===== src/rtl/muldiv_unit.sv =====
// Iterative 32-bit multiply/divide unit for the MIPS execute stage.
// Computes mult/multu/div/divu into HI/LO in 33 cycles: 32 radix-2 steps plus one sign-fix cycle.
module muldiv_unit (
  input  logic        clk,
  input  logic        reset,
  input  logic        Start,
  input  logic [1:0]  MDOp,
  input  logic [31:0] SrcA,
  input  logic [31:0] SrcB,
  input  logic        HIWrite,
  input  logic        LOWrite,
  output logic        Busy,
  output logic [31:0] HI,
  output logic [31:0] LO
);

  typedef enum logic [1:0] {IDLE, CALC, FIX} state_t;

  state_t      state, state_next;
  logic [4:0]  cnt;
  logic        is_div;
  logic        neg_lo;
  logic        neg_hi;
  logic [31:0] b_mag;
  logic [63:0] acc;

  logic        op_signed;
  logic        a_neg, b_neg;
  logic [32:0] mul_sum;
  logic [32:0] div_shift;
  logic        div_take;
  logic [31:0] div_rem;
  logic [63:0] acc_step;
  logic [63:0] prod;
  logic [31:0] res_hi, res_lo;

  function automatic logic [31:0] mag32(input logic signed [31:0] v, input logic is_signed);
    return (is_signed && v < 0) ? 32'(-v) : 32'(v);
  endfunction

  function automatic logic [31:0] cond_neg32(input logic [31:0] v, input logic neg);
    return neg ? 32'(-v) : v;
  endfunction

  function automatic logic [63:0] cond_neg64(input logic [63:0] v, input logic neg);
    return neg ? 64'(-v) : v;
  endfunction

  assign op_signed = ~MDOp[0];
  assign a_neg     = op_signed & SrcA[31];
  assign b_neg     = op_signed & SrcB[31];

  // acc holds {partial product, multiplier} for mult and {remainder, dividend/quotient} for div
  always_comb begin
    mul_sum   = {1'b0, acc[63:32]} + (acc[0] ? {1'b0, b_mag} : 33'd0);
    div_shift = {acc[63:32], acc[31]};
    div_take  = div_shift >= {1'b0, b_mag};
    div_rem   = div_shift[31:0] - b_mag;
    if (is_div)
      acc_step = div_take ? {div_rem, acc[30:0], 1'b1} : {div_shift[31:0], acc[30:0], 1'b0};
    else
      acc_step = {mul_sum, acc[31:1]};
    prod   = cond_neg64(acc, neg_lo);
    res_hi = is_div ? cond_neg32(acc[63:32], neg_hi) : prod[63:32];
    res_lo = is_div ? cond_neg32(acc[31:0], neg_lo)  : prod[31:0];
  end

  always_comb begin
    state_next = state;
    case (state)
      IDLE:    if (Start) state_next = CALC;
      CALC:    if (cnt == 5'd31) state_next = FIX;
      FIX:     state_next = IDLE;
      default: state_next = IDLE;
    endcase
  end

  always_ff @(posedge clk) begin
    if (reset) begin
      state <= IDLE;
      Busy  <= 1'b0;
      cnt   <= 5'd0;
      HI    <= 32'd0;
      LO    <= 32'd0;
    end else begin
      state <= state_next;
      Busy  <= (state_next != IDLE);
      case (state)
        IDLE: begin
          if (Start) begin
            cnt <= 5'd0;
          end else begin
            if (HIWrite) HI <= SrcA;
            if (LOWrite) LO <= SrcA;
          end
        end
        CALC: cnt <= cnt + 5'd1;
        FIX: begin
          HI <= res_hi;
          LO <= res_lo;
        end
        default: ;
      endcase
    end
  end

  // Divide by zero keeps the all-ones quotient unsigned-looking, so the quotient sign fix is skipped
  always_ff @(posedge clk) begin
    if (state == IDLE && Start) begin
      is_div <= MDOp[1];
      b_mag  <= mag32(SrcB, op_signed);
      acc    <= {32'd0, mag32(SrcA, op_signed)};
      neg_lo <= MDOp[1] ? ((a_neg ^ b_neg) & (SrcB != 32'd0)) : (a_neg ^ b_neg);
      neg_hi <= MDOp[1] ? a_neg : (a_neg ^ b_neg);
    end else if (state == CALC) begin
      acc <= acc_step;
    end
  end

endmodule

===== config.mk =====
export PLATFORM = sky130hd
export DESIGN_NAME = muldiv_unit
export DESIGN_NICKNAME = d
export VERILOG_FILES = /design/src/rtl/muldiv_unit.sv
export SDC_FILE = /design/constraint.sdc
export NUM_CORES = 1
export LEC_CHECK = 0
export ABC_AREA = 1
export CAP_MARGIN = 10
export CORE_UTILIZATION = 40
export CTS_BUF_LIST = sky130_fd_sc_hd__clkbuf_2
export DETAILED_ROUTE_END_ITERATION = 8
export DONT_BUFFER_PORTS = 1
export SLEW_MARGIN = 10
export SYNTH_ARGS = -nofsm -noshare
export SYNTH_HDL_FRONTEND = slang
export SYNTH_SLANG_ARGS = --single-unit

===== constraint.sdc =====
create_clock -name clk -period 3.4 [get_ports clk]
set_input_delay 0.34 -clock clk [delete_from_list [all_inputs] [get_ports clk]]
set_output_delay 0.34 -clock clk [all_outputs]
set_load 0.02 [all_outputs]

==> impl_metrics.env, run 1 <==
export IMPL_postLayoutCoreUtil_pct=45.8
export IMPL_drive_gt1_share_pct=5.06
export IMPL_io_pins=136
export IMPL_synthFlopType="dfxtp_1"
export IMPL_setup_tns_ns=0
export IMPL_cp_max_fo=5
export IMPL_initial_core_util_pct=40.5
export IMPL_crit_type="input pin to flip-flop"
export IMPL_numCtsBuffers=17
export IMPL_p_per_area_mw_per_mm2=395
export IMPL_vias=20200
export IMPL_synth_edff_count=67
export IMPL_finalCriticalPeriod_ns=3.23
export IMPL_coreArea_mm2=0.0419
export IMPL_viasPerCell=5.59
export IMPL_die_w_um=208
export IMPL_drtIter0Drc=2547
export IMPL_grt_use_total_pct=35.8
export IMPL_cap_viol_max_count=0
export IMPL_max_freq_mhz=309
export IMPL_io_buffers=0
export IMPL_slew_headroom_pct=38.1
export IMPL_ys_seq_area_share_pct=24.1
export IMPL_hold_depth=3
export IMPL_syn2layout_area_growth_pct=13.0
export IMPL_slew_violations=0
export IMPL_clockBufferDepth=2
export IMPL_syn_avg_cell_area_um2=5.77
export IMPL_cts_root_buf="clkbuf_2"
export IMPL_rr_worst_depth=16
export IMPL_finalHoldViolations=0
export IMPL_whs_ns=0.0961
export IMPL_clk_latency_ns=1.13
export IMPL_antenna_found_initial=4
export IMPL_syn_num_nets=3092
export IMPL_path_clk_slew_ns=0.30
export IMPL_grt_pass1_wl_mm=116
export IMPL_syn_inst=2949
export IMPL_synth_async_sr_flop_share_pct=0
export IMPL_required_ns=4.32
export IMPL_status="complete, no violations"
export IMPL_fin_crit_sh_pct=95.1
export IMPL_htree_num_levels=4
export IMPL_ant_nets=0
export IMPL_cts_sinks=171
export IMPL_dp_final_hpwl_mm=62.1
export IMPL_grt_max_degree=78
export IMPL_wl_mm=77.7
export IMPL_finalPower_mw=7.59
export IMPL_rows=75
export IMPL_end_kind="flip-flop"
export IMPL_ys_warnings_count=0
export IMPL_synth_area_mm2=0.0170
export IMPL_wl_per_cell_um=21.5
export IMPL_irDropWorstVdd_uv=318
export IMPL_crit_arrival_ns=4.15
export IMPL_start_kind="input pin"
export IMPL_route_detailed_drc=0
export IMPL_p_leak_nw=9.52
export IMPL_die_h_um=208
export IMPL_dr_pass1_iters=6
export IMPL_grt_pass1_vias=18600
export IMPL_clock_skew_ns=0.0833
export IMPL_setup_viol=0
export IMPL_cts_tree="built"
export IMPL_hp_class="input pin to flip-flop"
export IMPL_ys_ff_latch=171
export IMPL_grt_setup_unrepaired="false"
export IMPL_overflow=0
export IMPL_max_slew_worst_pin_slew_ns=0.919
export IMPL_yosys_cell_types_count=52
export IMPL_gp_congestion=1.03
export IMPL_die_area_mm2=0.0433
export IMPL_nNetsFinal=3196
==> metal layers <==
metal	global-route usage, %	up-vias	share of wire (%)
met1	50.6	9397	45
met2	54.3	1003	43
met4	11.3	4	2.8
met5	0	-	0.035
met3	7.43	125	9.3
li1	-	9653	-
==> stage by stage <==
step / setup WS [ns] / instances / area, µm²
after floorplan: 0.862 / 2949 / 17000
after global placement: 0.538 / 3457 / 17800
after detailed placement: 0.536 / 3458 / 17800
after CTS: 0.200 / 3605 / 19200
after global routing: 0.0390 / 3608 / 19200
final: 0.167 / 3609 / 19200
==> layout make-up <==
| type | instances | area [µm²] |
|---|---|---|
| timing repair buffer | 178 | 1670 |
| fill | 4554 | 22700 |
| inverter | 471 | 1770 |
| clock inverter | 12 | 114 |
| antenna | 4 | 10.0 |
| multi-input combinational | 2214 | 10800 |
| tap | 539 | 674 |
| clock buffer | 20 | 100 |
| sequential | 171 | 4090 |
==> state kept, by name, indices dropped and copies added, names as in the netlist <==
signal  flops
Busy        1
HI         32
LO         32
acc        64
b_mag      32
cnt         5
is_div      1
neg_hi      1
neg_lo      1
state       2
==> cells in the mapped netlist (all sizes together) (18+ instances only) <==
cell / instances / area [µm²]
o21ai: 184 / 925
inv: 470 / 1770
nand3b: 18 / 135
dfxtp: 104 / 2080
clkbuf: 65 / 244
nand3: 303 / 1540
nor2: 305 / 1220
a31oi: 35 / 219
nor3: 33 / 196
nand4: 43 / 269
a21oi: 150 / 766
nand2: 947 / 3580
ha: 70 / 876
edfxtp: 67 / 2010
xor2: 45 / 394
buf: 28 / 131
==> logic make-up after synthesis <==
| logic type | share of synthesized area (%) |
|---|---|
| xor gates and xnor gates | 3.14 |
| muxes | 0.0589 |
| adders and majority gates | 5.39 |
| AOI/OAI and AO/OA | 13.0 |
| and+or+nand+nor | 41.7 |
| buffers and inverters | 12.6 |
| DFF | 24.1 |
==> critical path, cell delays in order <==
cell	delay, ns
dlygate4sd3_1	0.54
dlygate4sd3_1	0.63
inv_1	0.08
ha_1	0.16
nand3_1	0.13
nor2_1	0.16
nand2_1	0.10
nor2_1	0.21
nand3_1	0.16
nor2_2	0.24
nand3_1	0.09
dlygate4sd3_1	0.57
o21a_1	0.17
dlygate4sd3_1	0.56
==> power breakdown <==
| group | switching [mW] | internal (mW) |
|---|---|---|
| combinational | 2.56 | 1.18 |
| sequential | 0.277 | 2.35 |
| clock | 0.932 | 0.291 |
==> worst paths after layout <==
path,startpoint,endpoint,slack [ns]
worst max-delay path,SrcB[0],neg_lo,0.17
worst min-delay path,SrcA[20],LO[20],0.1
worst max register to register,acc[0],HI[10],0.25
worst min register to register,cnt[3],cnt[3],0.50
==> cells in the final DEF (no fill, tap or decap), types with 5 or more instances in the layout <==
master           n
dfxtp_1        104
nor2_4           8
o31ai_1         14
inv_2            6
nor4_1           8
ha_1            70
nand2_2         11
o21a_1           5
xnor2_1         16
inv_1          463
nor2_2          14
nand4_1         43
xor2_1          45
a31oi_1         35
clkbuf_2        20
or2_2            6
inv_6            5
buf_4           61
nor2_1         283
and2_1           8
nand3b_1        18
nor3_1          28
dlygate4sd3_1  114
edfxtp_1        67
o21ai_0        181
a21oi_1        148
o21bai_1         8
nand3_1        299
nand2_1        935
==> what timing repair did <==
item,4_1_cts,5_1_grt
hold endpoints to repair,207,0
buffers inserted,0,0
endpoints found under the setup margin,0,2
hold buffers,115,0
gates resized for setup,0,2
No activity file was read; power rests on OpenSTA's default activity.
==> run 2: changes to the inputs <==
--- a/config.mk
+++ b/config.mk
@@ -11,6 +11,7 @@
 export CTS_BUF_LIST = sky130_fd_sc_hd__clkbuf_2
 export DETAILED_ROUTE_END_ITERATION = 8
 export DONT_BUFFER_PORTS = 1
+export RECOVER_POWER = 50
 export SLEW_MARGIN = 10
 export SYNTH_ARGS = -nofsm -noshare
 export SYNTH_HDL_FRONTEND = slang
==> run 2 against run 1 <==
The run now ends with max-capacitance violations, max-slew violations left. Hold slack improved by 0.00057 ns. First-iteration DRC count increased by 1.6%. Count of clock-buffer cells in the layout unchanged. Total power about the same. Largest cell class unchanged. Cell count about the same. Utilization decreased by 0.098 points. Highest routed layer unchanged. Via count about the same. Non-clock buffer count unchanged.
==> impl_metrics.env, run 2 (same netlist as run 1, synthesis figures left out) <==
export IMPL_end_kind="flip-flop"
export IMPL_gp_congestion=1.03
export IMPL_preCtsSetupSlack_ns=0.536
export IMPL_die_area_mm2=0.0433
export IMPL_max_freq_mhz=309
export IMPL_syn2layout_area_growth_pct=12.8
export IMPL_die_h_um=208
export IMPL_cts_tree="built"
export IMPL_rows=75
export IMPL_grt_pass1_vias=18600
export IMPL_nNetsFinal=3196
export IMPL_dr_pass1_iters=6
export IMPL_route_detailed_drc=0
export IMPL_p_switching_mw=3.77
export IMPL_coreArea_mm2=0.0419
export IMPL_slew_headroom_pct=-14.6
export IMPL_setup_ws_ns=0.162
export IMPL_overflow=0
export IMPL_cp_max_fo=5
export IMPL_largest_reg_flops=64
export IMPL_wl_mm=77.7
export IMPL_regMostFlops="acc"
export IMPL_fillers=4567
export IMPL_p_leak_nw=9.50
export IMPL_hp_class="input pin to flip-flop"
export IMPL_grt_max_degree=78
export IMPL_critPathSlowestCell="dlygate4sd3_1"
export IMPL_max_slew_worst_pin_slew_ns=1.72
export IMPL_slew_violations=113
export IMPL_crit_type="input pin to flip-flop"
export IMPL_p_per_area_mw_per_mm2=396
export IMPL_grt_pass1_wl_mm=116
export IMPL_dp_final_hpwl_mm=62.1
export IMPL_grt_setup_unrepaired="false"
export IMPL_vias=20200
export IMPL_finalHoldViolations=0
export IMPL_path_clk_slew_ns=0.29
export IMPL_drtIter0Drc=2589
export IMPL_crit_chain="dlygate4sd3_1 -> dlygate4sd3_1 -> inv_1 -> ha_1 -> nand3_1 -> nor2_1 -> nand2_1 -> nor2_1 -> nand3_1 -> nor2_2 -> nand3_1 -> dlygate4sd3_1 -> o21a_1 -> dlygate4sd3_1"
export IMPL_crit_arrival_ns=4.15
export IMPL_viasPerCell=5.59
export IMPL_crit_top_cell="dlygate4sd3_1"
export IMPL_cell_internal_pwr_mw=3.82
export IMPL_clk_latency_ns=1.13
export IMPL_slowest_delay_ns=0.63
export IMPL_numCtsBuffers=17
export IMPL_clock_skew_ns=0.0816
export IMPL_clockBufferDepth=2
export IMPL_p_clk_share_pct=16.1
export IMPL_post_cts_setup_buffers=0
export IMPL_swShare_pct=49.7
export IMPL_ant_nets=0
export IMPL_status="finished with violations"
export IMPL_antenna_found_initial=4
export IMPL_setup_tns_ns=0
export IMPL_grt_use_total_pct=35.8
export IMPL_drive_gt1_share_pct=4.89
export IMPL_start_kind="input pin"
export IMPL_wl_per_cell_um=21.5
export IMPL_violations="max-capacitance violations, max-slew violations"
export IMPL_fin_crit_sh_pct=95.2
export IMPL_required_ns=4.31
export IMPL_cts_sinks=171
export IMPL_final_common_cell="nand2_1"
export IMPL_irDropWorstVdd_uv=318
export IMPL_finalCriticalPeriod_ns=3.24
export IMPL_cts_root_buf="clkbuf_2"
export IMPL_htree_num_levels=4
export IMPL_die_w_um=208
export IMPL_io_buffers=0
export IMPL_io_pins=136
export IMPL_cap_viol_max_count=2
export IMPL_initial_core_util_pct=40.5
export IMPL_power_frac_seq_pct=34.7
export IMPL_p_comb_share_pct=49.2
export IMPL_final_cell_mix="nand2_1 (935), inv_1 (464), nand3_1 (299)"
export IMPL_setup_viol=0
==> run 2: stage by stage <==
stage	power, mW	std cells	instance area, µm²	utilization (%)	hold WS (ns)
floorplan	4.89	2949	17000	-	0.439
global placement	6.13	3457	17800	42.4	0.415
detailed placement	6.12	3458	17800	42.5	0.418
CTS	7.51	3605	19200	45.8	0.00350
global route	8.05	3608	19200	45.7	0.0653
finish	7.59	3608	19200	45.7	0.0967
==> run 2: path summary, 6_finish.rpt <==
check / cells past startpoint / slack (ns) / from / to
worst min register to register: 2 / 0.50 / cnt[3] / cnt[3]
worst max-delay path: 14 / 0.16 / SrcB[0] / neg_lo
worst min-delay path: 3 / 0.1 / SrcA[20] / LO[20]
worst max register to register: 16 / 0.25 / acc[0] / HI[10]
==> run 2: worst max-delay path: cells and delay by family <==
kind,cells,cell delay (ns)
adder cells (fa/ha/maj),1,0.16
buffers and inverters,5,2.38
AND/OR/NAND/NOR,7,1.09
AO/OA/AOI/OAI,1,0.17
==> run 2: power groups by stage <==
stage	logic, mW	registers, mW	clock network [mW]
6_report	3.73	2.63	1.22
4_1_cts	3.65	2.63	1.23
3_3_place_gp	3.45	2.67	0
3_5_place_dp	3.45	2.67	0
5_1_grt	4.11	2.65	1.29
2_1_floorplan	2.29	2.60	0
==> run 2: cell type report <==
| type | count | area [µm²] | share of cell area (%) |
|---|---|---|---|
| clock inverter | 12 | 114 | 0.594 |
| sequential | 171 | 4090 | 21.3 |
| multi-input combinational | 2214 | 10800 | 56.2 |
| inverter | 471 | 1770 | 9.23 |
| timing repair buffer | 178 | 1640 | 8.53 |
| clock buffer | 20 | 100 | 0.522 |
| tap | 539 | 674 | 3.52 |
| antenna | 3 | 7.51 | 0.0391 |
==> run 2: what timing repair did <==
item / in CTS / in global routing
hold endpoints to repair: 207 / 0
resized for setup: 0 / 2
setup endpoints to repair: 0 / 2
hold buffers: 115 / 0
==> run 2: metal layers <==
layer  up-vias  track usage, %  share of wire (%)
met4         4            11.3                3.0
met2      1005            54.3                 43
met1      9381            50.6                 45
met3       140            7.43                9.6
met5         -               0              0.035
li1       9650               -                  -
==> run 3: changes to the inputs <==
--- a/config.mk
+++ b/config.mk
@@ -12,6 +12,7 @@
 export DETAILED_ROUTE_END_ITERATION = 8
 export DONT_BUFFER_PORTS = 1
 export RECOVER_POWER = 50
+export SETUP_SLACK_MARGIN = 0.4
 export SLEW_MARGIN = 10
 export SYNTH_ARGS = -nofsm -noshare
 export SYNTH_HDL_FRONTEND = slang
==> run 3 against run 2 <==
The flow still finishes with violations (max-capacitance violations, max-slew violations). Non-clock buffer count is 1 higher. Flip-flop and latch count stayed put. Combinational power hardly changed. Die area stayed put. Cell count is 0.11% higher. Fmax is 9.4% higher. Setup slack better by 0.28 ns. Critical endpoint is now HI[2]. Largest cell class unchanged.
==> impl_metrics.env, run 3 (same netlist as run 1, synthesis figures left out) <==
export IMPL_drtIter0Drc=2597
export IMPL_grt_use_total_pct=35.8
export IMPL_whs_ns=0.0894
export IMPL_cap_viol_max_count=1
export IMPL_nNetsFinal=3197
export IMPL_numCtsBuffers=17
export IMPL_die_h_um=208
export IMPL_final_common_cell="nand2_1"
export IMPL_end_kind="flip-flop"
export IMPL_gp_congestion=1.03
export IMPL_finalNonFillerCells=3612
export IMPL_rows=75
export IMPL_start_kind="flip-flop"
export IMPL_max_slew_worst_pin_slew_ns=1.77
export IMPL_largest_reg_flops=64
export IMPL_path_clk_slew_ns=0.33
export IMPL_fin_crit_sh_pct=87.0
export IMPL_syn2layout_area_growth_pct=13.0
export IMPL_slew_violations=78
export IMPL_wl_per_cell_um=21.5
export IMPL_grt_max_degree=78
export IMPL_p_per_area_mw_per_mm2=396
export IMPL_status="finished with violations"
export IMPL_io_pins=136
export IMPL_io_buffers=0
export IMPL_die_area_mm2=0.0433
export IMPL_crit_type="flip-flop to flip-flop"
export IMPL_final_cell_mix="nand2_1 (934), inv_1 (464), nand3_1 (299)"
export IMPL_cell_internal_pwr_mw=3.83
export IMPL_cts_root_buf="clkbuf_2"
export IMPL_max_freq_mhz=338
export IMPL_required_ns=4.50
export IMPL_fillers=4569
export IMPL_p_clk_share_pct=16.1
export IMPL_p_comb_share_pct=49.3
export IMPL_finalCriticalPeriod_ns=2.96
export IMPL_regMostFlops="acc"
export IMPL_power_frac_seq_pct=34.6
export IMPL_dp_cells=3458
export IMPL_cts_sinks=171
export IMPL_viasPerCell=5.61
export IMPL_p_leak_nw=9.51
export IMPL_clk_latency_ns=1.13
export IMPL_hp_class="input pin to flip-flop"
export IMPL_violations="max-capacitance violations, max-slew violations"
export IMPL_antenna_found_initial=5
export IMPL_ant_nets=0
export IMPL_wl_mm=77.8
export IMPL_dp_final_hpwl_mm=62.1
export IMPL_grt_setup_unrepaired="true"
export IMPL_crit_arrival_ns=4.06
export IMPL_drive_gt1_share_pct=5.15
export IMPL_dr_pass1_iters=7
export IMPL_clockBufferDepth=2
export IMPL_swShare_pct=49.6
export IMPL_vias=20300
export IMPL_irDropWorstVdd_uv=319
export IMPL_slew_headroom_pct=-18.2
export IMPL_grt_pass1_wl_mm=116
export IMPL_coreArea_mm2=0.0419
export IMPL_overflow=0
export IMPL_initial_core_util_pct=40.5
export IMPL_cts_tree="built"
export IMPL_finalHoldViolations=0
export IMPL_setup_tns_ns=0
export IMPL_setup_viol=0
export IMPL_clock_skew_ns=0.0743
export IMPL_htree_num_levels=4
export IMPL_cp_max_fo=9
export IMPL_route_detailed_drc=0
export IMPL_p_switching_mw=3.78
export IMPL_die_w_um=208
export IMPL_grt_pass1_vias=18600
run 3: final cells by class:
type / count / area [µm²] / share of cell area [%]
Multi-Input combinational cell: 2214 / 10800 / 56.2
Sequential cell: 171 / 4090 / 21.3
Inverter: 471 / 1770 / 9.21
Timing Repair Buffer: 179 / 1650 / 8.61
Tap cell: 539 / 674 / 3.51
Clock inverter: 12 / 114 / 0.592
Clock buffer: 20 / 100 / 0.521
Antenna cell: 6 / 15.0 / 0.0781
run 3: routing by layer:
metal,up-vias,track usage (%),wire length [µm]
met5,-,0,41
met4,6,11.3,2290
met3,142,7.50,7230
met2,1025,54.3,33300
met1,9420,50.5,35000
li1,9667,-,-
run 3: timing repair:
item	4_1_cts	5_1_grt
endpoints found under the setup margin	0	23
hold endpoints to repair	207	0
gates resized for setup	0	7
setup buffers	0	3
hold buffers	113	0
run 3: path summary, 6_finish.rpt:
| check | start | cells after the start | slack [ns] | endpoint |
|---|---|---|---|---|
| setup / recovery | state[0] | 8 | 0.44 | HI[2] |
| hold / removal | SrcA[20] | 3 | 0.09 | LO[20] |
| setup reg to reg | state[0] | 8 | 0.44 | HI[2] |
| hold reg to reg | cnt[3] | 2 | 0.50 | cnt[3] |
run 3: power groups by stage:
stage / clock network [mW] / registers (mW) / logic (mW)
after floorplan: 0 / 2.60 / 2.29
after global placement: 0 / 2.67 / 3.45
after detailed placement: 0 / 2.67 / 3.45
after CTS: 1.23 / 2.63 / 3.65
after global routing: 1.28 / 2.65 / 4.13
final: 1.22 / 2.63 / 3.75
run 3: worst max-delay path, cell delays in order, from the launching register on:
cell,delay (ns)
dfxtp_1,0.39
nor2_1,0.10
clkbuf_1,0.59
nand2_1,0.20
dlygate4sd3_1,0.71
o31ai_1,0.21
dlygate4sd3_1,0.57
inv_1,0.04
a21oi_1,0.15
run 3: stage by stage:
stage          setup WS (ns)  power, mW  cell area, µm²  util, %
2_1_floorplan          0.862       4.89           17000        -
3_3_place_gp           0.538       6.13           17800     42.4
3_5_place_dp           0.536       6.12           17800     42.5
4_1_cts                0.451       7.51           19200     45.7
5_1_grt                0.267       8.06           19200     45.8
6_report               0.441       7.61           19200     45.8
